[config.mk]
export PLATFORM = sky130hd
export DESIGN_NAME = uart_rx_flat
export DESIGN_NICKNAME = d
export VERILOG_FILES = /design/src/rtl/uart_rx_if.sv /design/src/rtl/uart_rx.sv /design/src/flat_wrapper.sv
export SDC_FILE = /design/constraint.sdc
export NUM_CORES = 1
export LEC_CHECK = 0
export ABC_CLOCK_PERIOD_IN_PS = 5800
export BUFFER_PORTS_ARGS = -buffer_cell sky130_fd_sc_hd__buf_4
export CAP_MARGIN = 20
export CORE_ASPECT_RATIO = 1.25
export CORE_MARGIN = 1
export CORE_UTILIZATION = 59
export CTS_CLUSTER_SIZE = 12
export DETAILED_ROUTE_END_ITERATION = 10
export PLACE_DENSITY = 0.8
export SLEW_MARGIN = 10
export SYNTH_ARGS = -nofsm -noshare
export SYNTH_HDL_FRONTEND = slang
export SYNTH_SLANG_ARGS = --single-unit
[constraint.sdc]
create_clock -name clk -period 5.8 [get_ports clk]
set_input_delay 0 -clock clk [delete_from_list [all_inputs] [get_ports clk]]
set_output_delay 0 -clock clk [all_outputs]
set_load 0.01 [all_outputs]
[src/rtl/uart_rx_if.sv]
// Receive-side bundle from the UART rx engine to the control block.
// The rx engine drives it through master; consumers use slave.
interface uart_rx_if;
  logic       rx_busy;
  logic       rx_end;
  logic [7:0] rx_data;
  logic       rx_ferr;
  logic       rx_perr;

  modport master (
    output rx_busy, rx_end, rx_data, rx_ferr, rx_perr
  );

  modport slave (
    input rx_busy, rx_end, rx_data, rx_ferr, rx_perr
  );
endinterface

[src/rtl/uart_rx.sv]
// UART 8N1 receive engine: 2-flop sync, mid-bit sampling, break hold-off.
// Define UART_RX_PARITY_EN to insert an even-parity bit before stop.
module uart_rx #(
  parameter int DIV_RATE  = 260,
  parameter int DIV_CNT_W = 9
) (
  input  logic      clk,
  input  logic      reset,
  input  logic      rx,
  uart_rx_if.master rx_o
);

  typedef enum logic [2:0] {
    IDLE,
    START,
    DATA,
    PARITY,
    STOP,
    BRK
  } state_e;

  localparam logic [DIV_CNT_W-1:0] HALF_M1 =
    DIV_CNT_W'(DIV_RATE / 2 - 1);
  localparam logic [DIV_CNT_W-1:0] FULL_M1 =
    DIV_CNT_W'(DIV_RATE - 1);

  state_e               state_q, state_d;
  logic                 sync1_q, rx_s_q;
  logic [DIV_CNT_W-1:0] div_cnt_q, div_cnt_d;
  logic [2:0]           bit_cnt_q, bit_cnt_d;
  logic [7:0]           shift_q, shift_d;
  logic                 busy_q;
  logic                 end_q, end_d;
  logic [7:0]           data_q, data_d;
  logic                 ferr_q, ferr_d;
`ifdef UART_RX_PARITY_EN
  logic                 perr_q, perr_d;
  logic                 par_q, par_d;
`endif

  always_comb begin
    state_d   = state_q;
    div_cnt_d = '0;
    bit_cnt_d = bit_cnt_q;
    shift_d   = shift_q;
    end_d     = 1'b0;
    data_d    = data_q;
    ferr_d    = ferr_q;
`ifdef UART_RX_PARITY_EN
    perr_d    = perr_q;
    par_d     = par_q;
`endif
    unique case (state_q)
      IDLE: begin
        if (!rx_s_q) state_d = START;
      end
      START: begin
        if (div_cnt_q == HALF_M1) begin
          state_d   = rx_s_q ? IDLE : DATA;
          bit_cnt_d = 3'd0;
        end else begin
          div_cnt_d = div_cnt_q + DIV_CNT_W'(1);
        end
      end
      DATA: begin
        if (div_cnt_q == FULL_M1) begin
          shift_d   = {rx_s_q, shift_q[7:1]};
          bit_cnt_d = bit_cnt_q + 3'd1;
          if (bit_cnt_q == 3'd7) begin
`ifdef UART_RX_PARITY_EN
            state_d = PARITY;
`else
            state_d = STOP;
`endif
          end
        end else begin
          div_cnt_d = div_cnt_q + DIV_CNT_W'(1);
        end
      end
`ifdef UART_RX_PARITY_EN
      PARITY: begin
        if (div_cnt_q == FULL_M1) begin
          par_d   = (^shift_q) ^ rx_s_q;
          state_d = STOP;
        end else begin
          div_cnt_d = div_cnt_q + DIV_CNT_W'(1);
        end
      end
`endif
      STOP: begin
        if (div_cnt_q == FULL_M1) begin
          end_d   = 1'b1;
          data_d  = shift_q;
          ferr_d  = ~rx_s_q;
`ifdef UART_RX_PARITY_EN
          perr_d  = par_q;
`endif
          // A low stop bit parks in BRK so a held line is not a new start
          state_d = rx_s_q ? IDLE : BRK;
        end else begin
          div_cnt_d = div_cnt_q + DIV_CNT_W'(1);
        end
      end
      BRK: begin
        if (rx_s_q) state_d = IDLE;
      end
      default: state_d = IDLE;
    endcase
  end

  always_ff @(posedge clk) begin
    if (reset) begin
      sync1_q   <= 1'b1;
      rx_s_q    <= 1'b1;
      state_q   <= IDLE;
      div_cnt_q <= '0;
      bit_cnt_q <= 3'd0;
      shift_q   <= 8'h00;
      busy_q    <= 1'b0;
      end_q     <= 1'b0;
      data_q    <= 8'h00;
      ferr_q    <= 1'b0;
`ifdef UART_RX_PARITY_EN
      perr_q    <= 1'b0;
      par_q     <= 1'b0;
`endif
    end else begin
      sync1_q   <= rx;
      rx_s_q    <= sync1_q;
      state_q   <= state_d;
      div_cnt_q <= div_cnt_d;
      bit_cnt_q <= bit_cnt_d;
      shift_q   <= shift_d;
      busy_q    <= (state_q != IDLE);
      end_q     <= end_d;
      data_q    <= data_d;
      ferr_q    <= ferr_d;
`ifdef UART_RX_PARITY_EN
      perr_q    <= perr_d;
      par_q     <= par_d;
`endif
    end
  end

  assign rx_o.rx_busy = busy_q;
  assign rx_o.rx_end  = end_q;
  assign rx_o.rx_data = data_q;
  assign rx_o.rx_ferr = ferr_q;
`ifdef UART_RX_PARITY_EN
  assign rx_o.rx_perr = perr_q;
`else
  assign rx_o.rx_perr = 1'b0;
`endif

endmodule
[src/flat_wrapper.sv]
// flat-port wrapper written by rule: the top's interface ports become plain ports
module uart_rx_flat 
#(
  parameter int DIV_RATE  = 260,
  parameter int DIV_CNT_W = 9
)
  (clk, reset, rx, rx_o_rx_busy, rx_o_rx_end, rx_o_rx_data, rx_o_rx_ferr, rx_o_rx_perr);
  uart_rx_if rx_o_i ();
  input  logic clk;
  input  logic reset;
  input  logic rx;
  output wire logic [$bits(rx_o_i.rx_busy)-1:0] rx_o_rx_busy;
  output wire logic [$bits(rx_o_i.rx_end)-1:0] rx_o_rx_end;
  output wire logic [$bits(rx_o_i.rx_data)-1:0] rx_o_rx_data;
  output wire logic [$bits(rx_o_i.rx_ferr)-1:0] rx_o_rx_ferr;
  output wire logic [$bits(rx_o_i.rx_perr)-1:0] rx_o_rx_perr;
  assign rx_o_rx_busy = rx_o_i.rx_busy;
  assign rx_o_rx_end = rx_o_i.rx_end;
  assign rx_o_rx_data = rx_o_i.rx_data;
  assign rx_o_rx_ferr = rx_o_i.rx_ferr;
  assign rx_o_rx_perr = rx_o_i.rx_perr;
  uart_rx #(.DIV_RATE(DIV_RATE), .DIV_CNT_W(DIV_CNT_W)) u_core (.clk(clk), .reset(reset), .rx(rx), .rx_o(rx_o_i));
endmodule
# Yosys cells after proc, flatten, opt, wreduce, memory -nomap -nowiden
# Cells that the tools add are included.
[totals] out_inout_bits=12 inputBits=3 regBits=36 elab_cells=52
[op_classes] addsub=2 bitwise=2 reduce_logical=9 eq_ne=13 muxes=16
[ops] operator="2-to-1 mux 3 bit" n=9
[ops] operator="2-to-1 mux 9 bit" n=2
[ops] operator="one-hot mux 9 bit (2 select lines)" n=1
[ops] operator="one-hot mux 3 bit (5 select lines)" n=1
[ops] operator="!= test 2 x 1 -> 1 bit (second input constant)" n=5
[ops] operator="adder 9 x 1 -> 9 bit (second input constant)" n=1
[ops] operator="== test 3 bit (second input constant)" n=3
[ops] operator="== test 9 x 8 -> 1 bit (second input constant)" n=1
[ops] operator="== test 9 bit (second input constant)" n=1
[ops] operator="one-hot mux 3 bit (2 select lines)" n=1
[ops] operator="AND reduction 6 bit" n=1
[ops] operator="AND reduction 2 bit" n=2
[ops] operator="OR reduction 2 bit" n=2
[ops] operator="adder 3 x 1 -> 3 bit (second input constant)" n=1
[ops] operator="== test 3 x 1 -> 1 bit (second input constant)" n=1
[ops] operator="== test 3 x 2 -> 1 bit (second input constant)" n=1
[ops] operator="zero test 3 bit" n=1
[ops] operator="AND reduction 3 bit" n=1
[ops] operator="nonzero test 3 bit" n=1
[ops] operator="2-to-1 mux 2 bit" n=1
[ops] operator="!= test 2 bit (second input constant)" n=1
[ops] operator="NOT 1 bit" n=2
[ops] operator="nonzero test 2 bit" n=1
[ops] operator="2-to-1 mux 1 bit" n=1

# Depth between registers and ports, before layout
# Gate-level depths: netlist (run 1).
[depth] depth_word=4 mapped_depth=7 mapped_depth_nobuf=6

# Worst setup path after synthesis (run 1)
# OpenSTA, ideal clock, no wires.
[synth_timing] path_type="register to register" from="register u_core.div_cnt_q[3]" to="register u_core.state_q[1]" setup_ns=0.117 arrival_ns=1.764 n_path_buf=0 required_time_ns=5.683 path_stages_with_launch=5 setup_slack_ns=3.918 synth_period_minus_slack_ns=1.882 cell_sequence="dfxtp_1 -> or4_4 -> or3_4 -> a211o_1 -> a32o_1"
[synth_between] elab_chain_cells=3 elab_cells_between_ends=6 classes_between="eq/ne (5); reduce/logical (1)"
[synth_lines] item="start, declared" line="uart_rx.sv:29" rtl="logic [DIV_CNT_W-1:0] div_cnt_q, div_cnt_d;"
[synth_lines] item="start signal, assigned" line="uart_rx.sv:131" rtl="div_cnt_q <= div_cnt_d;"
[synth_lines] item="== test 9 bit / == test 9 x 8 -> 1 bit (equally long branches)" line="uart_rx.sv:66, uart_rx.sv:91, uart_rx.sv:58"
[synth_lines] item="!= test 2 x 1 -> 1 bit (no line)"
[synth_lines] item="AND reduction 6 bit (no line) (*)"
[synth_lines] item="end signal, assigned" line="uart_rx.sv:130" rtl="state_q <= state_d;"
[synth_lines] item="end, declared" line="uart_rx.sv:27" rtl="state_e state_q, state_d;"
# Mark *: on every way between the ends. The rest lies on a longest branch, timed or not.
# A chain may end at the register's enable or synchronous reset.

# Final worst setup path (run 1)
[layout_timing] from="register u_core.div_cnt_q[3]" to="register u_core.state_q[2]"
# The elaborated chain is that of the path after synthesis.

==> results of run 1 <==
## worst max-delay path, cell delays in order (launching register included)
cell and delay (ns):
dfxtp_1 0.36, or4_4 0.58, or3_4 0.42, a21oi_2 0.47, a311oi_1 0.19
## Yosys cell counts, types with 2 or more instances
master    count  area share [%]
nand3b_1      2            0.99
nor3_1       13             4.3
or3b_2        2             1.2
clkbuf_1      6             1.5
buf_4         3             1.5
o21ai_0       3            0.99
dfxtp_1      36              48
a211oi_1      2            0.99
xor2_1        2             1.2
nand2_1       6             1.5
a21o_1        2            0.99
inv_1         3            0.74
a21oi_1       3            0.99
or2_2         3             1.2
ha_1          4             3.3
nand3_1       3            0.99
xnor2_1       6             3.5
nor2_1       21             5.2
nand2b_1      3             1.2
nor4_1        2            0.83
buf_2         2            0.66
mux2i_1      16              11
## logic make-up after synthesis
kind of cell | Yosys count | share of synthesized area (%)
compound gates | 18 | 8.59
xor+xnor | 8 | 4.63
fa+ha+maj | 4 | 3.31
buf+inv | 15 | 4.63
flops | 36 | 47.6
mux | 16 | 10.6
other cells | 1 | 0.248
simple gates | 60 | 20.4
## state kept, by name, summed over array words and instances, names as in the netlist
signal	count
u_core.shift_q	8
u_core.rx_o.rx_busy	1
u_core.rx_o.rx_end	1
u_core.sync1_q	1
u_core.rx_o.rx_ferr	1
u_core.rx_o.rx_data	8
u_core.bit_cnt_q	3
u_core.div_cnt_q	9
u_core.rx_s_q	1
u_core.state_q	3
## routing by layer
metal | part of all wire [%] | global-route usage, % | wire length, µm
met4 | 1.8 | 11.8 | 49
met2 | 51 | 39.9 | 1410
met3 | 4.0 | 7.36 | 110
met1 | 43 | 28.5 | 1170
met5 | 0 | 0 | 0
## how the worst min path moves through the flow
stage | from | to | slack, ns | cells past startpoint
after floorplan | rx | u_core.sync1_q$_SDFF_PP1_ | 0.10 | 1
after global placement | rx | u_core.sync1_q$_SDFF_PP1_ | 0.19 | 2
after detailed placement | rx | u_core.sync1_q$_SDFF_PP1_ | 0.19 | 2
after CTS | reset | u_core.shift_q[7]$_SDFFE_PP0P_ | 0.02 | 2
after global routing | reset | u_core.rx_o.rx_busy$_SDFF_PP0_ | 0.04 | 2
final | reset | u_core.shift_q[7]$_SDFFE_PP0P_ | 0.03 | 2
## cell type report
cell class                      count  share of cell area (%)
Multi-Input combinational cell    107                    43.0
Sequential cell                    36                    42.1
Timing Repair Buffer               16                    7.16
Clock inverter                      3                    2.49
Tap cell                           33                    2.41
Clock buffer                        5                    2.19
Inverter                            3                   0.658
## through the flow
step	cells	setup slack (ns)	util (%)	hold slack, ns	instance area (µm²)
2_1_floorplan	158	3.92	-	0.104	1510
3_3_place_gp	194	3.75	66.8	0.186	1620
3_5_place_dp	194	3.69	66.8	0.189	1620
4_1_cts	203	3.67	70.5	0.0171	1710
5_1_grt	203	3.55	70.5	0.0392	1710
6_report	203	3.63	70.5	0.0322	1710
## power groups by stage
stage	combinational, mW	sequential [mW]	clock (mW)
global placement	0.0134	0.257	0
floorplan	0.0129	0.256	0
finish	0.0146	0.251	0.174
global route	0.0160	0.252	0.188
CTS	0.0143	0.251	0.179
detailed placement	0.0138	0.257	0
==> impl_metrics.toml, run 1 <==
[status]
status = "complete, no violations"

[drt]
route.detailed.vias_per_inst = 5.46
drcViolationCount = 0
vias = 1109
wl_per_cell_um = 13.5
ant_nets = 0
first_pass_iters = 4
first_iter_violations = 21
drt_wl_total_um = 2740

[synthesis]
ys_seq_elements = 36
syn_area_per_cell_um2 = 9.58
synth_edf_count = 0
synthArstFlopShare_pct = 0
synth_cells = 158
synth_seq_area_share_pct = 47.6
yosysWarnings = 0
syn-cell-area_um2 = 1510
synth_fp_nets = 165
synthFlopType = "dfxtp_1"
ys_types = 37

[clocking]
cts_htree_levels = 2
cts.path.max_buffers = 2
ctsHoldBuffers = 1
cts_setup_buffers = 0
clock-sinks = 36
cts_buffers = 5
insertion_delay_ns = 0.35
ctsResizeCount = 0
clock-root-buffer = "clkbuf_4"
cts_tree = "built"
path_clk_slew_ns = 0.12

[timing]
rsz0062_at_grt = "false"
finalSetupViolCount = 0
drv_slew = 0
worst_slew_pin_slew_ns = 0.538
fmax_mhz = 462
finalClockSkew_ns = 0.0154
hold_viol_final = 0
tns_ns = 0
fin_crit_ns = 2.17
maxSlewHeadroom_pct = 64.2
finalCritPeriodShare_pct = 37.3

[finish]
nFillCells = 183
num_antenna_cells = 0
most-common-layout-cells = "dfxtp_1 (36), nor2_1 (21), mux2i_1 (16), buf_4 (15), nor3_1 (13)"
final_nets = 176
syn_to_final_growth_pct = 13.1
multi_input_area_um2 = 736
drive_above_1_share_pct = 19.4
layout.cells.most_common = "dfxtp_1"
register_area_um2 = 721

[setup_path]
rr_worst_depth = 4
endpoint = "u_core.state_q[2]$_SDFFE_PP0P_"
cp-start-kind = "flop"
worstSetupStartpoint = "u_core.div_cnt_q[3]$_SDFF_PP0_"
r2r_slack_ns = 3.63
worst_ep_arrival_time_ns = 2.37
critPathKind = "flop to flop"
r2r_start = "u_core.div_cnt_q[3]$_SDFF_PP0_"
worst_ep_required_time_ns = 6.01
reg2reg_to = "u_core.state_q[2]$_SDFFE_PP0P_"
cp-end-kind = "flop"
critPathMaxFanout = 12

[floorplan]
core_um2 = 2430
die_area_um2 = 2770
num_rows = 20
die_h_um = 58.6
initial_utilization_pct = 62.4
dieWidth_um = 47.3
ios = 15

[global_route]
grt_pass1_vias = 1076
grt_pass1_wl_um = 4710
grtUsageTotal_pct = 24.6
grt_max_degree = 38
antenna_found_initial = 0
overflow = 0

[placed_design]
dp.final_hpwl_um = 1850
portBuffers = 13
place.gp.congestion = 0.873

[power_and_ir_drop]
power_mw = 0.439
power.density_nw_per_um2 = 257
switching_share_pct = 21.6
power.internal_mw = 0.344
seq_power_share_pct = 57.1
total_leakage_power_nw = 0.593
clockPowerShare_pct = 39.5
ir_drop_v = 0.000231
p_comb_share_pct = 3.3
p_sw_mw = 0.0950

[flow_run]
maxCapViolCount = 0

[min_path]
hold_path_class = "input port to flop"
Power figures use the tool's default switching activity.
==> run 2: changes to the inputs <==
- ABC_CLOCK_PERIOD_IN_PS: 5800 -> 2200
- CORE_UTILIZATION: 59 -> 57
- PLACE_DENSITY: 0.8 -> 0.77
- clock period: 5.8 -> 2.2 ns (I/O delays scaled with it)
==> impl_metrics.toml, run 2 (synthesis gave the netlist of run 1 again) <==
[finish]
fin_area_um2 = 1690
multi_input_area_um2 = 736
nFillCells = 174
top_register = "u_core.div_cnt_q"
layout.cells.most_common = "dfxtp_1"
drive_above_1_share_pct = 18.8
most-common-layout-cells = "dfxtp_1 (36), nor2_1 (21), mux2i_1 (16), buf_4 (16), nor3_1 (13)"
largest_register_ffs = 9
register_area_um2 = 721
fin_cells = 203
fin_util_pct = 68.0
final_nets = 177
num_antenna_cells = 0
syn_to_final_growth_pct = 11.3

[min_path]
hold_path_class = "input port to flop"
whs_path_depth = 2

[clocking]
cts_buffers = 5
clock-sinks = 36
cts.path.max_buffers = 2
cts_tree = "built"
clock-root-buffer = "clkbuf_4"
ctsResizeCount = 0
cts_htree_levels = 2
insertion_delay_ns = 0.33
path_clk_slew_ns = 0.10

[power_and_ir_drop]
power.density_nw_per_um2 = 600
ir_drop_v = 0.000569
power_mw = 1.01
total_leakage_power_nw = 0.585

[placed_design]
dp.cells = 195
dpl_cell_area_um2 = 1630
portBuffers = 13
place_ws_ns = 0.231
dp.final_hpwl_um = 1820
place.gp.congestion = 0.895

[drt]
route.detailed.vias_per_inst = 5.42
first_iter_violations = 19
wl_per_cell_um = 13.0
vias = 1101
ant_nets = 0
drt_wl_total_um = 2630
first_pass_iters = 6
drcViolationCount = 0

[setup_path]
crit_cells = 5
max_stage_delay_ns = 0.58
critPathKind = "flop to flop"
rr_worst_depth = 5
critPathMaxFanout = 9
worst_ep_arrival_time_ns = 2.19
cp-start-kind = "flop"
cpMaxStageDelayCell = "or4_4"
worst-path-buf-inv = 1
path_delay_family = "simple AND/OR/NAND/NOR gates"
cp_cell_sequence = "or4_4 > or3_4 > a21oi_2 > buf_4 > nor3_1"
cp-end-kind = "flop"
worst_ep_required_time_ns = 2.40

[floorplan]
initial_utilization_pct = 61.1
dieWidth_um = 48.1
ios = 15
num_rows = 20
die_h_um = 59.6
core_um2 = 2480
die_area_um2 = 2870

[status]
status = "complete, no violations"

[global_route]
grtUsageTotal_pct = 21.5
grt_pass1_vias = 1026
overflow = 0
antenna_found_initial = 0
grt_max_degree = 38
grt_pass1_wl_um = 4220

[timing]
finalSetupViolCount = 0
tns_ns = 0
finalClockSkew_ns = 0.00499
finalCritPeriodShare_pct = 90.1
fin_crit_ns = 1.98
drv_slew = 0
rsz0062_at_grt = "false"
fmax_mhz = 504
finalWorstSetupSlack_ns = 0.217
hold_viol_final = 0
fin_hold_ws_ns = 0.0532

[flow_run]
maxCapViolCount = 0
## run 2: cell count changes in the layout (fill, tap and decap cells not counted)
cell and change:
buf_4 +1, clkinvlp_4 -1, bufinv_16 -1, clkbuf_1 +1
## run 2: area by class of cell
cell class              instances  area share (%)
flip-flops and latches         36            42.8
clock buffers                   6            2.45
repair buffers                 17            7.72
well taps                      33            2.45
inverters                       3           0.668
multi-input cells             107            43.7
clock inverters                 1           0.297
## run 2: path summary, 6_finish.rpt
check | startpoint | to | slack (ns)
min | reset | u_core.shift_q[7]$_SDFFE_PP0P_ | 0.05
max | u_core.div_cnt_q[3]$_SDFF_PP0_ | u_core.div_cnt_q[6]$_SDFF_PP0_ | 0.22
max reg2reg | u_core.div_cnt_q[3]$_SDFF_PP0_ | u_core.div_cnt_q[6]$_SDFF_PP0_ | 0.22
min reg2reg | u_core.sync1_q$_SDFF_PP1_ | u_core.rx_s_q$_SDFF_PP1_ | 0.41
## run 2: timing repair
item,in CTS,in global routing
setup buffers,0,0
endpoints found under the hold margin,1,0
hold buffers,1,0
## run 2: power by group
part           switching, mW  total, mW  internal (mW)
registers            0.00545      0.662          0.656
clock network          0.191      0.308          0.118
logic                 0.0240     0.0406         0.0166
## run 2: layer usage
metal	share of wire [%]	vias up	wire length [µm]	GRT usage [%]
met1	44	517	1170	22.0
met2	51	15	1350	37.1
met3	2.6	4	68	7.32
li1	-	565	-	-
met4	1.7	0	46	11.1
met5	0	-	0	0
## run 2: worst reg2reg max path, cell delays in order, from the launching register on
cell,delay (ns)
dfxtp_1,0.35
or4_4,0.58
or3_4,0.42
a21oi_2,0.23
buf_4,0.21
nor3_1,0.07
==> run 3: changes to the inputs <==
- ABC_AREA: not set -> 1
- CORE_UTILIZATION: 57 -> 59
- CTS_CLUSTER_SIZE: 12 -> 25
- PLACE_DENSITY: 0.77 -> 0.79
==> impl_metrics.toml, run 3 <==
[timing]
fin_hold_ws_ns = 0.0261
finalClockSkew_ns = 0.00703
finalWorstSetupSlack_ns = 0.557
hold_viol_final = 0
rsz0062_at_grt = "false"
finalSetupViolCount = 0
fin_crit_ns = 1.64
fmax_mhz = 609
tns_ns = 0
finalCritPeriodShare_pct = 74.7
drv_slew = 0

[finish]
syn_to_final_growth_pct = 9.08
most-common-layout-cells = "inv_1 (38), nor2_1 (37), dfxtp_1 (36), nand2_1 (25), a211oi_2 (16)"
final_nets = 254
layout.cells.most_common = "inv_1"
top_register = "u_core.div_cnt_q"
nFillCells = 265
num_antenna_cells = 0
largest_register_ffs = 9
drive_above_1_share_pct = 31.5
fin_area_um2 = 2060

[setup_path]
cp-end-kind = "flop"
max_stage_delay_ns = 0.40
worstSetupStartpoint = "u_core.div_cnt_q[0]$_SDFF_PP0_"
worst-path-buf-inv = 1
worst_ep_required_time_ns = 2.43
worst_ep_arrival_time_ns = 1.88
critPathMaxFanout = 18
r2r_slack_ns = 0.56
path_delay_family = "simple AND/OR/NAND/NOR gates"
rr_worst_depth = 8
cp-start-kind = "flop"
critPathKind = "flop to flop"
r2r_start = "u_core.div_cnt_q[0]$_SDFF_PP0_"
endpoint = "u_core.rx_o.rx_ferr$_SDFFE_PP0P_"
reg2reg_to = "u_core.rx_o.rx_ferr$_SDFFE_PP0P_"
crit_cells = 8
cpMaxStageDelayCell = "dfxtp_1"
cp_cell_sequence = "ha_1 > inv_2 > nor2_2 > nand2_2 > nor2_8 > nand2_4 > a32oi_1 > nor2_1"

[clocking]
cts_buffers = 5
clock-root-buffer = "clkbuf_4"
ctsResizeCount = 0
cts_setup_buffers = 0
cts_htree_levels = 2
cts_tree = "built"
path_clk_slew_ns = 0.11
insertion_delay_ns = 0.35
clock-sinks = 36
ctsHoldBuffers = 1
cts.path.max_buffers = 2

[synthesis]
synth_cells = 231
synth_seq_area_share_pct = 38.2
synth_edf_count = 0
ys_seq_elements = 36
synthFlopType = "dfxtp_1"
ys_types = 30
synthArstFlopShare_pct = 0
synth_area_leaders = "dfxtp_1 (38%), a211oi_2 (11%), inv_1 (7.6%)"
synth_fp_nets = 238
synth_most_common_cell = "inv_1"
synth_top_area_cell = "dfxtp_1"
syn-cell-area_um2 = 1890
ys_top_cells_by_count = "inv_1 (38), nor2_1 (37), dfxtp_1 (36), nand2_1 (25), a211oi_2 (16)"
yosysWarnings = 0
syn_area_per_cell_um2 = 8.17
synth.top_cell.area_share_pct = 38.2

[drt]
ant_nets = 0
drcViolationCount = 0
route.detailed.vias_per_inst = 4.96
first_pass_iters = 4
first_iter_violations = 19
wl_per_cell_um = 11.1
vias = 1408
drt_wl_total_um = 3140

[floorplan]
ios = 15
core_um2 = 3000
dieWidth_um = 52.6
num_rows = 22
die_area_um2 = 3430
die_h_um = 65.2
initial_utilization_pct = 62.9

[placed_design]
dp.final_hpwl_um = 2230
dpl_cell_area_um2 = 1990
portBuffers = 13
place_ws_ns = 0.571
place.gp.congestion = 0.821

[global_route]
overflow = 0
grt_max_degree = 23
grtUsageTotal_pct = 22.3
antenna_found_initial = 0
grt_pass1_vias = 1319
grt_pass1_wl_um = 5490

[min_path]
hold_path_class = "input port to flop"

[flow_run]
maxCapViolCount = 0

[power_and_ir_drop]
power_mw = 1.96
ir_drop_v = 0.000843
power.density_nw_per_um2 = 955
total_leakage_power_nw = 0.916

[status]
status = "complete, no violations"
## run 3: cell count changes in the layout (fill, tap and decap cells not counted), moves of 5 or more
cell	previous run	this run
inv_2	0	6
nor2_1	21	37
xnor2_1	6	1
mux2i_1	16	0
a211oi_2	0	16
inv_1	3	38
nor2_2	0	15
nand3_1	3	12
nor3_1	13	1
nand2_1	6	25
## run 3: worst min path at each step
stage / from / to / slack [ns] / cells after the start
2_1_floorplan: rx / u_core.sync1_q$_SDFF_PP1_ / 0.10 / 1
6_report: reset / u_core.rx_o.rx_ferr$_SDFFE_PP0P_ / 0.03 / 2
3_5_place_dp: rx / u_core.sync1_q$_SDFF_PP1_ / 0.20 / 2
4_1_cts: reset / u_core.rx_o.rx_ferr$_SDFFE_PP0P_ / 0.02 / 2
5_1_grt: reset / u_core.rx_o.rx_ferr$_SDFFE_PP0P_ / 0.04 / 2
3_3_place_gp: rx / u_core.sync1_q$_SDFF_PP1_ / 0.19 / 2
## run 3: metrics by stage
step | instances | util [%]
2_1_floorplan | 231 | -
3_3_place_gp | 275 | 66.4
3_5_place_dp | 275 | 66.4
4_1_cts | 284 | 68.6
5_1_grt | 284 | 68.6
6_report | 284 | 68.6
## run 3: power breakdown
| group | internal [mW] | switching, mW | total, mW | leakage, nW |
|---|---|---|---|---|
| sequential | 0.712 | 0.0615 | 0.773 | 0.292 |
| clock | 0.123 | 0.226 | 0.348 | 0.0349 |
| combinational | 0.296 | 0.547 | 0.843 | 0.590 |
## run 3: final cells by class
cell class	instances	area, µm²	share of cell area [%]
flip-flops and latches	36	721	35.0
multi-input cells	144	953	46.3
clock buffers	5	37.5	1.82
repair buffers	14	108	5.23
inverters	46	175	8.51
well taps	36	45.0	2.19
clock inverters	3	18.8	0.912
## run 3: kinds of logic after synthesis
logic type | share of synthesized area [%]
XOR/XNOR | 2.79
buffers and inverters | 11.3
flip-flops | 38.2
other | 0.199
AO/OA/AOI/OAI | 15.3
adder cells (fa/ha/maj) | 2.65
AND/OR/NAND/NOR | 29.6
## run 3: layer usage
metal  wire (µm)  share of wire, %  up-vias  GRT usage [%]
met3          64               2.0       10           4.86
met5           0                 0        -              0
met2        1570                50       18           38.0
met1        1420                45      637           24.2
met4          97               3.1        0           14.1
li1            -                 -      743              -
## run 3: worst register-to-register path: stages (launching register included)
cell and delay, ns:
dfxtp_1 0.40, ha_1 0.26, inv_2 0.05, nor2_2 0.10, nand2_2 0.10, nor2_8 0.17
nand2_4 0.18, a32oi_1 0.22, nor2_1 0.06
